`config.mk`:
```
export PLATFORM = sky130hd
export DESIGN_NAME = serial_receiver
export DESIGN_NICKNAME = d
export VERILOG_FILES = /design/src/rtl/serial_receiver.sv
export SDC_FILE = /design/constraint.sdc
export NUM_CORES = 1
export LEC_CHECK = 0
export CAP_MARGIN = 20
export CELL_PAD_IN_SITES_DETAIL_PLACEMENT = 1
export CELL_PAD_IN_SITES_GLOBAL_PLACEMENT = 1
export CORE_MARGIN = 2
export CORE_UTILIZATION = 40
export DETAILED_ROUTE_END_ITERATION = 10
export PLACE_DENSITY = 0.67
export SLEW_MARGIN = 30
export SYNTH_ARGS = -nofsm -noshare
export SYNTH_HDL_FRONTEND = slang
export SYNTH_SLANG_ARGS = --single-unit
```
`constraint.sdc`:
```
create_clock -name Clk -period 2.1 [get_ports Clk]
set_input_delay 0.315 -clock Clk [delete_from_list [all_inputs] [get_ports Clk]]
set_output_delay 0.315 -clock Clk [all_outputs]
set_load 0.02 [all_outputs]
```
`src/rtl/serial_receiver.sv`:
```
// rtl/serial_receiver.sv - 8N1 serial receiver with oversampling baud timer
module serial_receiver #(
    parameter int CLKS_PER_BIT = 16
) (
    input  logic       Clk,
    input  logic       Rst_n,
    input  logic       Rx,
    output logic [7:0] Packet,
    output logic       Receive_flag,
    output logic       Frame_error,
    output logic       Busy
);

    localparam int CW = $clog2(CLKS_PER_BIT);
    localparam logic [CW-1:0] HALF_LAST = CW'(CLKS_PER_BIT / 2 - 1);
    localparam logic [CW-1:0] BIT_LAST  = CW'(CLKS_PER_BIT - 1);

    typedef enum logic [2:0] {
        IDLE,
        START,
        DATA,
        STOP,
        BRK
    } state_t;

    state_t          state_q;
    logic            rx_meta_q;
    logic            rx_s_q;
    logic [CW-1:0]   cnt_q;
    logic [2:0]      idx_q;
    logic [7:0]      shift_q;
    logic [7:0]      packet_q;
    logic            rf_q;
    logic            fe_q;

    always_ff @(posedge Clk or negedge Rst_n) begin
        if (!Rst_n) begin
            state_q   <= IDLE;
            rx_meta_q <= 1'b1;
            rx_s_q    <= 1'b1;
            cnt_q     <= '0;
            idx_q     <= '0;
            shift_q   <= '0;
            packet_q  <= '0;
            rf_q      <= 1'b0;
            fe_q      <= 1'b0;
        end else begin
            rx_meta_q <= Rx;
            rx_s_q    <= rx_meta_q;
            rf_q      <= 1'b0;
            fe_q      <= 1'b0;
            case (state_q)
                IDLE: begin
                    cnt_q <= '0;
                    if (!rx_s_q) begin
                        state_q <= START;
                    end
                end
                // Mid-start-bit check: a line that is high again was only a glitch.
                START: begin
                    if (cnt_q == HALF_LAST) begin
                        cnt_q <= '0;
                        if (!rx_s_q) begin
                            state_q <= DATA;
                            idx_q   <= '0;
                        end else begin
                            state_q <= IDLE;
                        end
                    end else begin
                        cnt_q <= cnt_q + CW'(1);
                    end
                end
                DATA: begin
                    if (cnt_q == BIT_LAST) begin
                        cnt_q          <= '0;
                        shift_q[idx_q] <= rx_s_q;
                        if (idx_q == 3'd7) begin
                            state_q <= STOP;
                        end else begin
                            idx_q <= idx_q + 3'd1;
                        end
                    end else begin
                        cnt_q <= cnt_q + CW'(1);
                    end
                end
                STOP: begin
                    if (cnt_q == BIT_LAST) begin
                        cnt_q <= '0;
                        if (rx_s_q) begin
                            packet_q <= shift_q;
                            rf_q     <= 1'b1;
                            state_q  <= IDLE;
                        end else begin
                            fe_q    <= 1'b1;
                            state_q <= BRK;
                        end
                    end else begin
                        cnt_q <= cnt_q + CW'(1);
                    end
                end
                // Held-low line after a bad stop bit must not look like new start bits.
                BRK: begin
                    cnt_q <= '0;
                    if (rx_s_q) begin
                        state_q <= IDLE;
                    end
                end
                default: begin
                    state_q <= IDLE;
                    cnt_q   <= '0;
                end
            endcase
        end
    end

    assign Packet       = packet_q;
    assign Receive_flag = rf_q;
    assign Frame_error  = fe_q;
    assign Busy         = (state_q != IDLE);

endmodule

```
## Word level (Yosys, flattened, before mapping)

Index checks and enable logic that the tools add are counted.

| storage, ports and cells | value |
|---|---|
| bits in writable memories | 0 |
| memories kept | 0 |
| register bits after elaboration | 30 |
| output and inout bits | 11 |
| input bits | 3 |
| word-level logic and storage cells | 63 |
| bits in latches | 0 |
| bits in read-only memories | 0 |

| operators by class | value |
|---|---|
| mux-type cells | 26 |
| multiply operators | 0 |
| add/sub/neg operators | 2 |
| bitwise gates (word level) | 0 |
| equal/unequal tests | 15 |
| reductions and logical operators | 9 |
| shift operators | 0 |
| divide/modulo/power cells | 0 |
| order comparisons | 2 |

Operator list:

| cell | count |
|---|---|
| 2-to-1 mux 3 bit | 11 |
| != test 2 bit, second input constant | 8 |
| one-hot mux 3 bit (5 select lines) | 1 |
| bitwise mux 8 bit | 1 |
| 2-to-1 mux 4 bit | 2 |
| one-hot mux 4 bit (2 select lines) | 1 |
| 2-to-1 mux 1 bit | 7 |
| equality test 3 x 2 -> 1 bit, second input constant | 2 |
| equality test 3 bit, second input constant | 2 |
| one-hot mux 3 bit (2 select lines) | 1 |
| AND reduction 6 bit | 1 |
| AND reduction 5 bit | 1 |
| adder 4 x 1 -> 4 bit, second input constant | 1 |
| equality test 4 x 3 -> 1 bit, second input constant | 1 |
| equality test 4 bit, second input constant | 1 |
| < comparator 3 x 4 -> 1 bit, second input constant | 1 |
| adder 3 x 1 -> 3 bit, second input constant | 1 |
| demux 1 bit (select 3 bit) | 1 |
| equality test 3 x 1 -> 1 bit, second input constant | 1 |
| greater-or-equal comparator 3 x 1 -> 1 bit, second input constant | 1 |
| zero test 3 bit | 1 |
| AND reduction 3 bit | 1 |
| nonzero test 3 bit | 1 |
| 2-to-1 mux 2 bit | 1 |
| other kinds (4) | 4 |

## Depth between registers and ports, before layout

| depth | value |
|---|---|
| depth after elaboration | 5 |
| gate-level depth with buffers | 5 |

## Worst setup path before layout

No wires, ideal clock.

| timing | value |
|---|---|
| path kind | register to register |
| start point | register state_q[2] |
| end point | register shift_q[1] |
| buffers on the path | 1 |
| arrival time | 1.440 ns |
| data required time | 1.972 ns |
| setup slack | 0.533 ns |
| cell stages (with the launch flop) | 5 |
| cells stage by stage | dfrtp_1 > buf_6 > or3b_4 > nor4_4 > mux2_1 |

| between the ends | value |
|---|---|
| longest elaborated chain between the ends | 2 |

RTL lines:

| item | line | RTL |
|---|---|---|
| from (decl) | 26 | `state_t state_q;` |
| from (signal assigned) | 38 | `state_q <= IDLE;` |
| from (signal assigned) | 56 | `state_q <= START;` |
| from (signal assigned) | 64 | `state_q <= DATA;` |
| equality test 3 x 2 -> 1 bit | 52 | `case (state_q)` |
| AND reduction 2 bit (no line) | - |  |
| to (signal, indexed assignment) | 76 | `shift_q[idx_q] <= rx_s_q;` |
| to (decl) | 31 | `logic [7:0] shift_q;` |

Every way passes these cells.
A chain may end at the register's enable or synchronous reset.

## Worst setup path after layout

| timing | value |
|---|---|
| start point | register state_q[0] |
| end point | output Busy |

| between the ends | value |
|---|---|
| longest elaborated chain between the ends | 1 |

RTL lines:

| item | line | RTL |
|---|---|---|
| nonzero test 3 bit | 119 | `assign Busy = (state_q != IDLE);` |
| to (decl) | 11 | `output logic Busy` |

Every way passes these cells.

==> impl_summary.md <==
Logic synthesis
When the netlist entered floorplanning its net count stood at 118. Of all flip-flops after synthesis, the portion carrying an async set or reset was 100%. The cell taking the most area after synthesis is dfrtp_1.

In the synthesized netlist the dominant register cell turns out to be dfrtp_1. By area, the combinational part of the netlist is dominated by multiplexers. In this run the cell area of the synthesized design comes to between 1000 and 1500 sq um. The share of the synthesized area in the top cell type is between 50% and 60%. The number of different library cells used by synthesis comes to 36. The compound-cell area share of the yosys netlist is 4.08%.

The xor and xnor fraction of the mapped netlist area is 1.90%. The average size of a mapped cell is between 10 and 15 sq um. The share of synthesized cell area in and, or, nand and nor gates is 17.1%. Counting flops with a built-in enable in the synthesized netlist gives 0.

The Yosys warning count is 0. The sequential area share after synthesis is ~55%. The number of standard cells after synthesis is roughly 110. After synthesis the netlist holds a flip-flop and latch count of 30.

By area the synthesized netlist is led by dfrtp_1 (51%), mux2_2 (13%), dfstp_2 (3.8%). The synthesized netlist devotes under 10% of its cell area to adder and majority cells. In the synthesized netlist, the cells that appear most often are dfrtp_1 (28), mux2_2 (16), nor2_1 (9). The mux share of post-synthesis cell area is around 17%.

dfrtp_1 is the most common cell in the netlist.

GRT
The overall track demand over capacity in global routing is between 10% and 20%. The first global-routing pass estimated about 4.4 mm of wire. The largest net degree at the start of global routing is 31. The initial antenna violation count is 0. The total overflow reported by the global router is 0.

The number of global-route vias before repair is 949.

Timing
For the pin with the worst max-slew slack, the measured transition is 440 ps. The maximum clock skew at final layout is about 2.7 ps. The minimum clock period after layout is 1970 ps.

The final critical-path share of the clock period is 93.7%. Setup violations remaining at the end of the flow were counted as 0. Hold timing on the final database bottoms out at a slack of 363 ps. In the final timing run, aggregate negative setup slack is 0 ps. The count of pins over their slew limit is 0. Headroom to the max-slew limit came out at a little over two thirds.

Based on the critical path, the design can be clocked at up to around 0.51 GHz. Setup repair after global routing left no endpoint under its margin. The number of failing hold endpoints at the final stage is 0.

Setup path
The reg-to-reg critical path endpoint is idx_q[0]. The setup slack on the worst flop-to-flop path is 410 ps. The most critical setup path has its startpoint at state_q[0].

The type of the worst setup path is reg -> out. At the worst endpoint, the arrival time is between 1500 and 2000 ps. Walking the worst path, the cells encountered are nor2_2 > nand2_1 > clkdlybuf4s50_1. The total buffers and inverters traversed by the critical path is 1. The total number of cells along the worst setup path is 3. The critical path ends at Busy. The largest single stage delay on the critical path is around 590 ps.

The slowest cell on the critical path is clkdlybuf4s50_1. STA classifies the critical path endpoint as a primary output. STA puts the critical path data required time at 1780 ps. In this run the worst path has a maximum fanout of 12. The critical register-to-register path startpoint is idx_q[1]. The category of the worst setup path launch point is a flip-flop. The depth of the most critical reg-to-reg path is 5. The family with the most delay on the worst path is buffers and inverters.

Place
Detailed placement ended at an HPWL of between 1.5 and 2 mm. The placed instances occupy a cell area of between 1500 and 2000 sq um. The count of port buffers added during placement is 13. The placed instance count is 169. The congestion estimate from routability-driven global placement came to between 0.7 and 0.8.

CTS
Post-CTS timing repair inserted 0 buffers for setup. The clock drives 30 sinks. The number of clock buffers added by TritonCTS is 5. The root buffer cell chosen for the clock tree is clkbuf_4. The number of gates resized after CTS was 0.

Hold repair after CTS inserted 0 buffers. The TritonCTS clock tree is yes. The clock passes through at most 2 buffers. The clock transition time at the flip-flop clock pins of the worst setup and hold paths is roughly 90 ps. The clock network latency to the later pin of the worst-skew pair is around 320 ps. CTS built an H-tree with a depth of 2.

Layout
The non-filler instance count after layout is roughly 180. The number of diodes added for antenna fixing is 0. Compared with the post-synthesis result, the final layout area differs by 17.3%. Summing all non-filler instances in the final layout gives an area of about 1600 sq um. The final layout contains approximately 140 nets. The share of cells above drive strength 1 is between 20 and 30%.

The number of inserted filler cells in the final layout is ~380.

Power
Total power for the finished layout comes to 1.65 mW. In this run the static leakage power is around 0.74 nW. The combinational share of power is around 27%. The net switching component of the power is approximately 530 uW. The power density of the placed cells is ~1000 nW/um^2.

Internal power comes to 1.12 mW. The clock group share of total power is between 20% and 30%. IR analysis of the VDD net gives a maximum drop of approximately 0.00053 V. Per report_power, the sequential group accounts for 51.9% of the total.

Of the total power, the share spent switching nets is 32.3%.

Flow run
The tool flagged a number of max-cap violations equal to 0.

Detailed routing
The first-pass iteration count of the detailed router is 4. After detailed routing, the total wire length is 2.47 mm. The violation count after the first detailed-route iteration is 12. The antenna violation net count after detailed routing is 0. After detailed routing, the number of remaining DRC violations is 0. The mean number of vias per cell is just under 5. Across all layers, the routed design uses about 870 vias.

The average wire per cell in the routed design is 14.0 microns.

Floorplan
For this configuration, the core starts out at a cell density of ~41%. The initialized floorplan defines 21 standard-cell rows. From bottom edge to top edge, the die measures approximately 63 microns.

The core footprint is ~3300 sq um. The top-level port count is 14. The full die area is 3940 sq um. The floorplan step set the die width to approximately 63 microns.

Outcome
The run finished with clean final reports.

Worst hold path
The min-delay analysis places its worst path in the category reg -> reg.
[cells by family after synthesis]
| logic type | Yosys count |
|---|---|
| multiplexers | 20 |
| XOR/XNOR | 3 |
| AO/OA/AOI/OAI | 9 |
| buffers and inverters | 6 |
| adder cells (fa/ha/maj) | 3 |
| flip-flops | 30 |
| AND/OR/NAND/NOR | 41 |
[sequential cells by signal (all words and copies together), names as in the netlist]
name / flops
Packet: 8
shift_q: 8
cnt_q: 4
idx_q: 3
state_q: 3
Frame_error: 1
Receive_flag: 1
rx_meta_q: 1
rx_s_q: 1
[placed cells by master, fill, tap and decap left out, types with 3 or more instances in the layout]
cell type and count:
dfrtp_1 27, ha_1 3, mux2_2 16, and3_1 3, nand2_1 7, nor3_1 4
clkdlybuf4s50_1 13, nor2_1 8, mux2_4 3, nor2b_1 3, nand3_1 4, clkbuf_4 5
[routing by layer]
layer	global-route usage, %	vias to the layer above	wire [microns]
met5	0	-	0
met4	5.83	0	31
met3	4.50	6	89
met2	25.1	15	1210
met1	17.7	422	1140
li1	-	426	-
[stage by stage]
stage	utilization (%)	setup WS, ps
final	48.6	132
after global routing	48.6	18.9
after CTS	48.4	20.5
after detailed placement	46.6	344
after global placement	46.6	407
after floorplan	-	533
[area by class of cell]
cell class	count	area, sq um	share of cell area, %
clock buffer	7	55.1	3.40
clock inverter	1	5.00	0.309
inverter	2	7.51	0.463
multi-input combinational	76	596	36.8
sequential	30	754	46.6
tap	46	57.6	3.55
timing repair buffer	15	145	8.96
[power groups by stage]
stage / sequential (mW) / combinational [mW] / clock (mW)
3_3_place_gp: 0.858 / 0.435 / 0
5_1_grt: 0.883 / 0.516 / 0.396
6_report: 0.857 / 0.445 / 0.350
2_1_floorplan: 0.822 / 0.368 / 0
4_1_cts: 0.859 / 0.457 / 0.366
3_5_place_dp: 0.871 / 0.455 / 0
[how the worst min path moves through the flow]
stage	startpoint	to	slack, ps	cells past startpoint
global placement	rx_meta_q	rx_s_q	350	0
CTS	rx_meta_q	rx_s_q	360	0
detailed placement	rx_meta_q	rx_s_q	350	0
floorplan	Rst_n	Frame_error	20	0
finish	rx_meta_q	rx_s_q	360	0
global route	rx_meta_q	rx_s_q	370	0
No activity file was read; power rests on OpenSTA's default activity.
==> RTL change, RTL diff (same flow settings) <==
Re-encode `state_t` (5 states) as one-hot, 5 bits wide.
--- a/src/rtl/serial_receiver.sv
+++ b/src/rtl/serial_receiver.sv
@@ -15,12 +15,12 @@
     localparam logic [CW-1:0] HALF_LAST = CW'(CLKS_PER_BIT / 2 - 1);
     localparam logic [CW-1:0] BIT_LAST  = CW'(CLKS_PER_BIT - 1);
 
-    typedef enum logic [2:0] {
-        IDLE,
-        START,
-        DATA,
-        STOP,
-        BRK
+    typedef enum logic [4:0] {
+        IDLE  = 5'b00001,
+        START = 5'b00010,
+        DATA  = 5'b00100,
+        STOP  = 5'b01000,
+        BRK   = 5'b10000
     } state_t;
 
     state_t          state_q;
Check against the original RTL: no difference found for any inputs over 10 cycles, from zero or initial values and one cycle with Rst_n low; not proved beyond that.
==> RTL change against the unedited design <==
- sequential cell count grew 2
- wire length grew 26%
- global-route usage grew 2.2 points
- design area grew 10%
- clock power grew 41%
- count of clock-buffer cells in the layout is the same
- worst setup slack lost 66 ps
- worst hold slack lost 6.3 ps
- synthesized area grew 7.9%
- total power shrank 13%
==> RTL change: results (changes against the unedited design) <==
GRT
  • Number of global-route vias before repair: 1118 (+18%)
  • Largest net degree at the start of global routing: 33 (+6.5%)
  • First-pass GRT wire length: 5330 µm (+20%)
  • Total track usage: 0.171 (+0.0225)

Drt
  • Total wire length: 3110 µm (+26%)
  • Via/cell ratio: 5.55 (+13%)
  • DRT iter0 DRCs: 19 (+7)

Clock tree
  • Later-pin clock latency in the skew report: 290 ps (-30 ps)
  • Clock transition at path regs: 70 ps (-20 ps)

STA
  • Worst Tran Pin Value: 647 ps (+207 ps)
  • Hold_ws: 356 ps (-6.28 ps)
  • Skew final: 2.67 ps (-0.0424 ps)
  • Crit share post-route: 0.969 (+0.0316)

Synth
  • Post-synth cell types: 39 (+8.3%)
  • Synthesized Nets: 134 (+14%)
  • Area contributors post-synth: dfrtp_1, mux2_2, dfstp_2
  • Mux cell area share after synthesis: 0.135 (-0.0360)
  • Synth Area in Adders: 0.0252 (-0.00198)
  • Share of the yosys chip area belonging to registers: 0.540 (-0.00541)
  • XOR/XNOR Fraction of Synth Area: 0.0176 (-0.00139)
  • Top post-synthesis cells by count: dfrtp_1, mux2_2, nor2_1

Finish
  • Nets@finish: 153 (+13%)
  • Fillers: 407 (+8.5%)
  • Layout cells sized above 1: 0.250 (-0.0401)

Setup path
  • R2r worst-path depth: 4 (-1)
  • CP Capture Point: shift_q[6]
  • Worst Setup SP: state_q[0]
  • Critical-path maximum fanout: 9 (-3)

Place
  • Final GP Congestion: 0.798 (+0.43%)
  • Setup WS pre-CTS: 82.1 ps (-262 ps)

Outcome
  • Status: finished clean

Power
  • P_leak: 0.828 nW (+11%)
==> RTL change: area by class of cell <==
| cell class | instances | area share |
|---|---|---|
| Tap cell | 48 | 0.0337 |
| Clock buffer | 7 | 0.0484 |
| Sequential cell | 32 | 0.451 |
| Inverter | 2 | 0.00421 |
| Multi-Input combinational cell | 87 | 0.360 |
| Clock inverter | 1 | 0.00421 |
| Timing Repair Buffer | 19 | 0.0982 |
==> RTL change: cell families after synthesis <==
logic type / Yosys count
mux: 18
fa+ha+maj: 3
xor+xnor: 3
buf+inv: 9
simple gates: 48
flops: 32
compound gates: 15
==> RTL change: layer usage <==
| layer | vias to the layer above | global-route usage | routed length (µm) |
|---|---|---|---|
| li1 | 503 | - | - |
| met1 | 555 | 0.210 | 1390 |
| met2 | 22 | 0.274 | 1530 |
| met3 | 7 | 0.0573 | 137 |
| met4 | 0 | 0.0729 | 55 |
| met5 | - | 0 | 0 |
==> RTL change: power groups by stage <==
stage | combinational, W | sequential [W] | clock, W
6_report | 0.000244 | 0.000695 | 0.000493
5_1_grt | 0.000266 | 0.000702 | 0.000535
4_1_cts | 0.000245 | 0.000694 | 0.000514
3_5_place_dp | 0.000241 | 0.000705 | 0
3_3_place_gp | 0.000235 | 0.000697 | 0
2_1_floorplan | 0.000194 | 0.000673 | 0
==> RTL change: metrics by stage <==
stage               utilization  area, µm²  instances
finish                    0.491       1780        196
global route              0.491       1780        196
CTS                       0.490       1780        196
detailed placement        0.464       1690        188
global placement          0.464       1690        188
floorplan                     -       1490        128
==> RTL change: timing repair <==
action                     4_1_cts  5_1_grt
resized for setup                0        1
buffers inserted                 0        0
setup endpoints to repair        0        1
==> RTL change: worst max-delay path, stage by stage (launching register included) <==
cell and delay [ps]:
dfstp_2 420, or3_4 410, or2_4 280, or4_1 490, mux2_1 320
